File: config.mk
export PLATFORM = sky130hd
export DESIGN_NAME = hilo_muldiv_flat
export DESIGN_NICKNAME = d
export VERILOG_FILES = /design/src/rtl/hilo_pkg.sv /design/src/rtl/hilo_muldiv_if.sv /design/src/rtl/muldiv_step.sv /design/src/rtl/hilo_muldiv.sv /design/src/flat_wrapper.sv
export SDC_FILE = /design/constraint.sdc
export NUM_CORES = 1
export LEC_CHECK = 0
export ABC_CLOCK_PERIOD_IN_PS = 6660
export CAP_MARGIN = 5
export CELL_PAD_IN_SITES_DETAIL_PLACEMENT = 0
export CELL_PAD_IN_SITES_GLOBAL_PLACEMENT = 1
export CORE_MARGIN = 4
export CORE_UTILIZATION = 35
export DETAILED_ROUTE_END_ITERATION = 8
export PLACE_DENSITY = 0.77
export SLEW_MARGIN = 20
export SYNTH_ARGS = -nofsm -noshare
export SYNTH_HDL_FRONTEND = slang
export SYNTH_SLANG_ARGS = --single-unit
export TNS_END_PERCENT = 1
File: constraint.sdc
create_clock -name clk -period 6.66 [get_ports clk]
set_input_delay 1.998 -clock clk [delete_from_list [all_inputs] [get_ports clk]]
set_output_delay 1.998 -clock clk [all_outputs]
set_load 0.02 [all_outputs]
File: src/rtl/hilo_pkg.sv
// Shared types and constants for the HI/LO multiply/divide unit.
package hilo_pkg;

  localparam int HILO_WIDTH = 32;
  localparam int ITERS      = HILO_WIDTH;

  localparam logic [HILO_WIDTH-1:0] DIV0_LO = '1;

  typedef enum logic [1:0] {
    IDLE,
    CALC,
    DONE
  } state_t;

endpackage

File: src/rtl/hilo_muldiv_if.sv
// Request/response bundle between the datapath controller and the HI/LO muldiv unit.
interface hilo_muldiv_if #(
  parameter int WIDTH = 32
);

  logic             start;
  logic             is_div;
  logic             unsign;
  logic [WIDTH-1:0] a;
  logic [WIDTH-1:0] b;
  logic             mthi;
  logic             mtlo;
  logic [WIDTH-1:0] wdata;
  logic             busy;
  logic             done;
  logic [WIDTH-1:0] hi;
  logic [WIDTH-1:0] lo;

  modport master (
    output start, is_div, unsign, a, b, mthi, mtlo, wdata,
    input  busy, done, hi, lo
  );

  modport slave (
    input  start, is_div, unsign, a, b, mthi, mtlo, wdata,
    output busy, done, hi, lo
  );

endinterface

File: src/rtl/muldiv_step.sv
// One iteration of shift-add multiply or restoring divide on a {upper, lower} accumulator.
module muldiv_step #(
  parameter int WIDTH = 32
) (
  input  logic [2*WIDTH-1:0] acc,
  input  logic [WIDTH-1:0]   operand,
  input  logic               is_div,
  output logic [2*WIDTH-1:0] acc_nxt
);

  logic [WIDTH:0]   sum;
  logic [WIDTH:0]   rem_sh;
  logic [WIDTH-1:0] diff;

  always_comb begin
    // NOTE: every always_comb output gets a default first so no path can infer a latch.
    acc_nxt = acc;
    // Multiply: upper half accumulates the multiplicand, then {carry, upper, lower} shifts right.
    sum     = {1'b0, acc[2*WIDTH-1:WIDTH]} + (acc[0] ? {1'b0, operand} : '0);
    // Divide: {rem, quo} shifts left; the remainder fits in WIDTH bits after a successful subtract.
    rem_sh  = acc[2*WIDTH-1:WIDTH-1];
    diff    = rem_sh[WIDTH-1:0] - operand;
    if (!is_div)
      acc_nxt = {sum, acc[WIDTH-1:1]};
    else if (rem_sh >= {1'b0, operand})
      acc_nxt = {diff, acc[WIDTH-2:0], 1'b1};
    else
      acc_nxt = {rem_sh[WIDTH-1:0], acc[WIDTH-2:0], 1'b0};
  end

endmodule

File: src/rtl/hilo_muldiv.sv
// Iterative multiply/divide unit with its own HI/LO pair and mthi/mtlo access.
// HILO_FAST_MUL_EN: when defined, multiply completes in a single CALC cycle.
module hilo_muldiv
  import hilo_pkg::*;
#(
  parameter int WIDTH = HILO_WIDTH,
  parameter int CNT_W = 6
) (
  input logic         clk,
  input logic         rst_n,
  hilo_muldiv_if.slave bus
);

  state_t             state;
  logic [CNT_W-1:0]   cnt;
  logic [2*WIDTH-1:0] acc;
  logic [2*WIDTH-1:0] acc_nxt;
  logic [WIDTH-1:0]   opnd;
  logic               op_div;
  logic               q_neg;
  logic               r_neg;
  logic               div0;
  logic [WIDTH-1:0]   hi_r;
  logic [WIDTH-1:0]   lo_r;
  logic               busy_r;
  logic               done_r;

  logic               sgn;
  logic [WIDTH-1:0]   mag_a;
  logic [WIDTH-1:0]   mag_b;
  logic               last;
  logic [2*WIDTH-1:0] prod_mag;
  logic [2*WIDTH-1:0] prod_fix;
  logic [WIDTH-1:0]   quo_fix;
  logic [WIDTH-1:0]   rem_fix;
  logic [WIDTH-1:0]   div0_hi;

  assign sgn   = ~bus.unsign;
  assign mag_a = (sgn && bus.a[WIDTH-1]) ? -bus.a : bus.a;
  assign mag_b = (sgn && bus.b[WIDTH-1]) ? -bus.b : bus.b;

  muldiv_step #(.WIDTH(WIDTH)) u_step (
    .acc     (acc),
    .operand (opnd),
    .is_div  (op_div),
    .acc_nxt (acc_nxt)
  );

`ifdef HILO_FAST_MUL_EN
  assign last     = (cnt == CNT_W'(ITERS - 1)) || !op_div;
  assign prod_mag = {{WIDTH{1'b0}}, acc[WIDTH-1:0]} * {{WIDTH{1'b0}}, opnd};
`else
  assign last     = (cnt == CNT_W'(ITERS - 1));
  assign prod_mag = acc_nxt;
`endif

  assign prod_fix = q_neg ? -prod_mag : prod_mag;
  assign quo_fix  = q_neg ? -acc_nxt[WIDTH-1:0] : acc_nxt[WIDTH-1:0];
  assign rem_fix  = r_neg ? -acc_nxt[2*WIDTH-1:WIDTH] : acc_nxt[2*WIDTH-1:WIDTH];
  // The step loop is frozen on divide-by-zero, so the low half still holds |a|.
  assign div0_hi  = r_neg ? -acc[WIDTH-1:0] : acc[WIDTH-1:0];

  always_ff @(posedge clk or negedge rst_n) begin
    if (!rst_n) begin
      state  <= IDLE;
      cnt    <= '0;
      acc    <= '0;
      opnd   <= '0;
      op_div <= 1'b0;
      q_neg  <= 1'b0;
      r_neg  <= 1'b0;
      div0   <= 1'b0;
      hi_r   <= '0;
      lo_r   <= '0;
      busy_r <= 1'b0;
      done_r <= 1'b0;
    end else begin
      // NOTE: sequential state uses non-blocking assignments so every register samples pre-edge values.
      done_r <= 1'b0;
      unique case (state)
        IDLE, DONE: begin
          if (bus.mthi) hi_r <= bus.wdata;
          if (bus.mtlo) lo_r <= bus.wdata;
          if (bus.start) begin
            acc    <= {{WIDTH{1'b0}}, mag_a};
            opnd   <= mag_b;
            op_div <= bus.is_div;
            q_neg  <= sgn & (bus.a[WIDTH-1] ^ bus.b[WIDTH-1]);
            r_neg  <= sgn & bus.a[WIDTH-1];
            div0   <= bus.is_div && (bus.b == '0);
            cnt    <= '0;
            busy_r <= 1'b1;
            state  <= CALC;
          end else begin
            state  <= IDLE;
          end
        end
        CALC: begin
          if (!div0) acc <= acc_nxt;
          cnt <= cnt + CNT_W'(1);
          if (last) begin
            if (!op_div) begin
              {hi_r, lo_r} <= prod_fix;
            end else if (div0) begin
              hi_r <= div0_hi;
              lo_r <= WIDTH'(DIV0_LO);
            end else begin
              hi_r <= rem_fix;
              lo_r <= quo_fix;
            end
            busy_r <= 1'b0;
            done_r <= 1'b1;
            state  <= DONE;
          end
        end
        default: state <= IDLE;
      endcase
    end
  end

  assign bus.busy = busy_r;
  assign bus.done = done_r;
  assign bus.hi   = hi_r;
  assign bus.lo   = lo_r;

endmodule

File: src/flat_wrapper.sv
// flat-port wrapper written by rule: the top's interface ports become plain ports
module hilo_muldiv_flat import hilo_pkg::*;
#(
  parameter int WIDTH = HILO_WIDTH,
  parameter int CNT_W = 6
)
  (clk, rst_n, bus_start, bus_is_div, bus_unsign, bus_a, bus_b, bus_mthi, bus_mtlo, bus_wdata, bus_busy, bus_done, bus_hi, bus_lo);
  hilo_muldiv_if #(.WIDTH(WIDTH)) bus_i ();
  input logic clk;
  input logic rst_n;
  input wire logic [$bits(bus_i.start)-1:0] bus_start;
  input wire logic [$bits(bus_i.is_div)-1:0] bus_is_div;
  input wire logic [$bits(bus_i.unsign)-1:0] bus_unsign;
  input wire logic [$bits(bus_i.a)-1:0] bus_a;
  input wire logic [$bits(bus_i.b)-1:0] bus_b;
  input wire logic [$bits(bus_i.mthi)-1:0] bus_mthi;
  input wire logic [$bits(bus_i.mtlo)-1:0] bus_mtlo;
  input wire logic [$bits(bus_i.wdata)-1:0] bus_wdata;
  output wire logic [$bits(bus_i.busy)-1:0] bus_busy;
  output wire logic [$bits(bus_i.done)-1:0] bus_done;
  output wire logic [$bits(bus_i.hi)-1:0] bus_hi;
  output wire logic [$bits(bus_i.lo)-1:0] bus_lo;
  assign bus_i.start = bus_start;
  assign bus_i.is_div = bus_is_div;
  assign bus_i.unsign = bus_unsign;
  assign bus_i.a = bus_a;
  assign bus_i.b = bus_b;
  assign bus_i.mthi = bus_mthi;
  assign bus_i.mtlo = bus_mtlo;
  assign bus_i.wdata = bus_wdata;
  assign bus_busy = bus_i.busy;
  assign bus_done = bus_i.done;
  assign bus_hi = bus_i.hi;
  assign bus_lo = bus_i.lo;
  hilo_muldiv #(.WIDTH(WIDTH), .CNT_W(CNT_W)) u_core (.clk(clk), .rst_n(rst_n), .bus(bus_i));
endmodule
After elaboration in Yosys (flattened, before gate mapping)
Cells that the tools add are included.
Widths: inputs -> output; s select.
- bits in registers: 174
- input bits: 103
- output and inout bits: 66
- word-level logic and storage cells: 79
- add/subtract/negate cells: 9
- magnitude comparators: 1
- equal/unequal tests: 8
- mux-type cells: 32
- bitwise operators: 4
- reductions and logical operators: 13
- operator list (kind ; number):
    $mux 32 ; 14
    $mux 64 ; 5
    $neg 32->32 ; 5
    $pmux 32 s2 ; 2
    $pmux 64 s2 ; 1
    $neg 64->64 ; 1
    $add 32x33->33 ; 1
    $ge 33x32->1 ; 1
    $logic_not 32->1 ; 1
    $sub 32x32->32 ; 1
    $pmux 6 s2 ; 1
    $reduce_and 3->1 ; 4
    $ne 2x2->1 const B ; 4
    $add 6x1->6 const B ; 1
    $eq 6x5->1 const B ; 1
    $mux 6 ; 1
    $mux 1 ; 5
    $pmux 2 s2 ; 1
    $reduce_and 2->1 ; 2
    $logic_and 1x1->1 ; 3
    $and 1x1->1 ; 2
    $eq 2x1->1 const B ; 1
    $eq 2x2->1 const B ; 1
    $logic_not 2->1 ; 1
    7 further kinds ; 7

Logic depth before layout (Yosys ltp)
Gate-level depths: netlist of the first run.
- depth after elaboration: 9
- depth in mapped cells: 26
- depth with buffers taken out: 22

By module
Synthesis of the first run repeated with hierarchy kept, for this count alone.
- cell total of the unflattened synthesis: 2138
- area, all modules: 16474.6 µm²
- modules (own cells, without submodules) (module ; times used ; cells each ; area each (µm²)):
    hilo_muldiv ; 1 ; 1467 ; 11776.3
    muldiv_step ; 1 ; 671 ; 4698.3

Worst setup path after synthesis of the first run
Ideal clock, no wire load.
- path type: register to register
- from: register u_core.acc[45]
- to: register u_core.hi_r[28] (netlist: u_core.bus.hi[28])
- setup time: 0.128 ns
- arrival time: 5.327 ns
- data required time: 6.532 ns
- setup slack: 1.206 ns
- cell stages (with the launch flop): 25
- buffers on the path: 4
- path through: dfrtp_1 -> ha_1 -> buf_2 -> nand4_1 -> or3_4 -> a211oi_4 -> o31a_4 -> nor3_2 -> buf_4 -> buf_6 -> mux2i_1 -> o21ai_1 -> ha_1 -> nand2_1 -> a211oi_1 -> o311a_1 -> a211oi_1 -> nor4_2 -> nand2_1 -> or4_1 -> buf_2 -> or3_4 -> mux2i_1 -> o221ai_1 -> o21ai_1
- cells in the longest elaborated chain, start to end: 9
- ends and longest elaborated chain (what ; RTL line ; RTL):
    start, declared ; hilo_muldiv.sv:16 ; logic [2*WIDTH-1:0] acc;
    start signal, assigned ; hilo_muldiv.sv:85 ; acc <= {{WIDTH{1'b0}}, mag_a};
    start signal, assigned ; hilo_muldiv.sv:99 ; if (!div0) acc <= acc_nxt;
    $sub 32x32->32 / $ge 33x32->1 (equally long branches) ; muldiv_step.sv:22, muldiv_step.sv:25 ;
    $mux 64 ; muldiv_step.sv:25 ; else if (rem_sh >= {1'b0, operand})
    $mux 64 (*) ; muldiv_step.sv:23 ; if (!is_div)
    $neg 32->32 ; hilo_muldiv.sv:59 ; assign rem_fix = r_neg ? -acc_nxt[2*WIDTH-1:WIDTH] : acc_nxt[2*WIDTH-1:WIDTH];
    $mux 32 ; hilo_muldiv.sv:59 ;
    $mux 32 ; hilo_muldiv.sv:104 ; end else if (div0) begin
    $mux 32 (*) ; hilo_muldiv.sv:102 ; if (!op_div) begin
    $mux 32 (*) ; hilo_muldiv.sv:101 ; if (last) begin
    $pmux 32 s2 (*) ; hilo_muldiv.sv:80 ; unique case (state)
    end signal, assigned ; hilo_muldiv.sv:82 ; if (bus.mthi) hi_r <= bus.wdata;
    end signal, assigned ; hilo_muldiv.sv:103 ; {hi_r, lo_r} <= prod_fix;
    end signal, assigned ; hilo_muldiv.sv:105 ; hi_r <= div0_hi;
    end, declared ; hilo_muldiv.sv:23 ; logic [WIDTH-1:0] hi_r;
Mark *: on every way between the ends. The rest lies on a longest branch, timed or not. The select of a mux whose other input is x is not followed.
A chain may end at the register's enable or synchronous reset.

Final worst setup path of the first run
- from: register u_core.acc[0]
- to: register u_core.hi_r[30] (netlist: u_core.bus.hi[30])
- cells in the longest elaborated chain, start to end: 9
- ends and longest elaborated chain (what ; RTL line ; RTL):
    $mux 32 ; muldiv_step.sv:19 ; sum = {1'b0, acc[2*WIDTH-1:WIDTH]} + (acc[0] ? {1'b0, operand} : '0);
    $add 32x33->33 ; muldiv_step.sv:19 ;
    $mux 64 ; muldiv_step.sv:23 ;
    $neg 32->32 ; hilo_muldiv.sv:59 ;
    $mux 32 ; hilo_muldiv.sv:59 ;
    $mux 32 ; hilo_muldiv.sv:104 ;
    $mux 32 (*) ; hilo_muldiv.sv:102 ;
    $mux 32 (*) ; hilo_muldiv.sv:101 ;
    $pmux 32 s2 (*) ; hilo_muldiv.sv:80 ;
Marks and branches as above.

==> flow_summary.json, run 1 <==
{
  "hp-class": "flip-flop to flip-flop",
  "wire_per_inst_um": 24.5,
  "synth-edff-count": 0,
  "fillCellCount": 5175,
  "drcViolationCount": 0,
  "ys_seq_area_frac": 0.248,
  "ir_worst_vdd_uv": 262,
  "endpoint_kind": "flip-flop",
  "clockPowerShare": 0.079,
  "synthTopCellsByCount": "nand2_1 (291), o21ai_0 (249), nor2_1 (197)",
  "path_buf_inv": 2,
  "synth_area_leaders": "dfrtp_1 (25%), o21ai_0 (7.1%), nand2_1 (6.2%)",
  "drive_above_1_share": 0.0688,
  "met2_usage": 0.427,
  "ys_types": 105,
  "seq_power_share": 0.159,
  "synth_top_area_cell": "dfrtp_1",
  "routed-via-count": 18700,
  "finalPower_w": 0.0134,
  "die_height_um": 232,
  "worstMarginPinSlew_ns": 1.08,
  "grt_pass1_wl_mm": 113,
  "num_rows": 81,
  "syn2layout_area_growth_pct": 16.0,
  "worst_path_largest_cell_delay_ns": 0.83,
  "crit_family": "compound AO/OA/AOI/OAI gates",
  "drtAntennaViolNets": 0,
  "syn_area_um2": 17500,
  "rrSetupSlack_ns": 0.31,
  "overflow": 0,
  "antenna_found_initial": 2,
  "worst-setup-path-type": "flip-flop to flip-flop",
  "routed_wl_mm": 76.0,
  "worstPathRequired_ns": 7.06,
  "rsz0062_at_grt": "no",
  "core_region_area_um2": 49300,
  "rr_endpoint": "u_core.bus.hi[30]",
  "finalNetCount": 2604,
  "viasPerCell": 6.02,
  "status": "finished, final reports clean",
  "crit_chain": "inv_1 > buf_4 > nor2_1 > ha_1 > nand4_1 > nor2_1 > o211ai_1 > a311oi_1 > nor2_1 > xor2_1 > o211ai_1 > nand3b_1 > or4_1 > o41ai_1 > xnor2_1 > o221ai_1 > nand2_1",
  "drt-initial-drc-count": 1941,
  "r2r_start": "u_core.acc[0]",
  "cp.arrival_ns": 6.75,
  "clockBufferDepth": 2,
  "syn_nets": 2539,
  "slew_violations": 0,
  "ios": 169,
  "hold_slack_ns": 0.480,
  "grt_start_max_net_pins": 73,
  "clk_pin_slew_worst_paths_ns": 0.08,
  "fmaxAchievable_ghz": 0.157,
  "clock_latency_ns": 0.51,
  "grt.total_usage": 0.276,
  "syn_avg_cell_area_um2": 7.42,
  "cts_inserted_buffers": 17,
  "p_comb_frac": 0.761,
  "place.gp.congestion": 0.962,
  "h-tree-depth": 4,
  "post_cts_resized": 0,
  "synth_top_area_frac": 0.248,
  "num_antenna_cells": 0,
  "min-delay-start": "u_core.opnd[13]",
  "clock-sinks": 174,
  "dr.pass1.iters": 6,
  "reg2reg_depth": 17,
  "met3_usage": 0.0606,
  "fin_skew_ns": 0.0164,
  "port_buffers": 168,
  "p_sw_w": 0.00766,
  "whs_endpoint": "u_core.opnd[13]",
  "start_util": 0.356,
  "cts_setup_buffers": 0,
  "dpl.hpwl_mm": 59.4,
  "yosysMostFrequentCell": "nand2_1",
  "utilization": 0.413,
  "fin_crit_sh": 0.954,
  "cts_tree": "yes",
  "grt_util_met1": 0.394,
  "setup_violations": 0,
  "hold_buffers": 0,
  "internal-power_w": 0.00576,
  "power.leakage_nw": 7.98,
  "die_area_um2": 53800,
  "async_reset_ff_frac": 1.00,
  "power_density_nw_per_um2": 660,
  "ys.flop_type": "dfrtp_1",
  "clock_tree.root_cell": "clkbuf_16",
  "path_common_cell": "nor2_1",
  "ys_ff_latch": 174,
  "dieWidth_um": 232,
  "drv_cap": 0,
  "swShare": 0.571,
  "maxSlewHeadroom": 0.277,
  "slowest_stage": "a311oi_1",
  "cp-start-kind": "flip-flop",
  "multi_input_area_um2": 12200,
  "min_path_cells": 2,
  "fin_crit_ns": 6.35,
  "synthCells": 2364,
  "finalSetupTns_ns": 0,
  "busiest_layer": "met2",
  "hold_viol": 0,
  "timing.critical_path.depth": 17,
  "critPathMaxFanout": 16,
  "ys_warn_count": 0,
  "grt_pass1_vias": 17600,
  "seq_area_um2": 4360
}
-- state kept, by name, indices dropped and copies added, names as in the netlist --
name             flops
u_core.div0          1
u_core.bus.busy      1
u_core.q_neg         1
u_core.state         2
u_core.bus.lo       32
u_core.opnd         32
u_core.bus.hi       32
u_core.op_div        1
u_core.acc          64
u_core.bus.done      1
u_core.r_neg         1
u_core.cnt           6
-- final cells by class --
type	count	area share
multi-input combinational	1941	0.601
sequential	174	0.214
timing repair buffer	215	0.101
tap	664	0.0408
clock buffer	17	0.0209
inverter	80	0.0148
clock inverter	14	0.00756
-- worst max path at each step --
stage                              start           endpoint  slack (ns)
after floorplan           u_core.acc[45]  u_core.bus.hi[28]        1.21
after global placement     u_core.acc[0]  u_core.bus.hi[30]        0.65
after detailed placement   u_core.acc[0]  u_core.bus.hi[30]        0.63
after CTS                  u_core.acc[0]  u_core.bus.hi[30]        0.58
after global routing      u_core.acc[50]  u_core.bus.hi[30]        0.02
final                      u_core.acc[0]  u_core.bus.hi[30]        0.31
-- logic make-up after synthesis --
kind of cell	count (synthesis)	synth area share
multiplexers	53	0.0322
AO/OA/AOI/OAI	770	0.279
AND/OR/NAND/NOR	843	0.230
XOR/XNOR	203	0.101
adder cells (fa/ha/maj)	72	0.0522
flip-flops	174	0.248
buffers and inverters	249	0.0568
-- layer usage --
metal | vias up | share of wire
met1 | 9151 | 0.45
met5 | - | 0
met4 | 0 | 0.020
li1 | 8684 | -
met3 | 81 | 0.083
met2 | 788 | 0.45
-- through the flow --
| stage | cells | instance area (µm²) | worst slack, ns |
|---|---|---|---|
| after CTS | 3105 | 20300 | 0.577 |
| after floorplan | 2364 | 17500 | 1.21 |
| after global routing | 3105 | 20300 | 0.0233 |
| after detailed placement | 3074 | 19800 | 0.630 |
| after global placement | 3074 | 19800 | 0.649 |
| final | 3105 | 20300 | 0.305 |
-- power by group through the flow --
stage	Combinational (W)	Sequential, W	Clock (W)
global placement	0.00999	0.00212	0
detailed placement	0.0100	0.00214	0
CTS	0.0101	0.00212	0.00109
floorplan	0.00668	0.00206	0
finish	0.0102	0.00214	0.00106
global route	0.0110	0.00220	0.00112
-- placed cells by master, fill, tap and decap left out, drive strengths merged, types with 17 or more instances in the layout --
cell,synthesis,routed
nand3,71,71
a21oi,186,186
clkbuf,133,17
nor3,62,62
ha,70,70
buf,36,48
xor2,92,92
a21o,22,22
nor2,198,198
o21a,18,18
o211ai,37,37
nand2,292,292
a31oi,28,28
xnor2,111,111
clkdlybuf4s50,0,167
and2,19,19
o22ai,38,38
nand2b,26,26
inv,80,87
nand4,31,31
or3,34,34
mux2,17,17
mux2i,35,35
o21ai,262,262
o31ai,45,45
a211oi,23,23
nor4,29,29
dfrtp,174,174
-- worst reg2reg max path, delay by kind of cell (launching register included) --
kind	cells	cell delay, ns
DFF	1	0.45
xor gates and xnor gates	2	0.42
buffers and inverters	2	0.88
AOI/OAI and AO/OA	5	2.04
adders and majority gates	1	0.52
and+or+nand+nor	7	1.93
Note: power is estimated with default switching activity, not from simulation.
==> inputs of run 2 (changes only) <==
ABC_CLOCK_PERIOD_IN_PS = not set   (was 6660)
==> results of run 2 <==
Same layout as run 1: the final DEF is identical, and so are final timing and power.
==> inputs of run 3 (changes only) <==
SKIP_CTS_REPAIR_TIMING = 1   (was not set)
==> results of run 3 <==
Same layout as run 1: the final DEF is identical, and so are final timing and power.
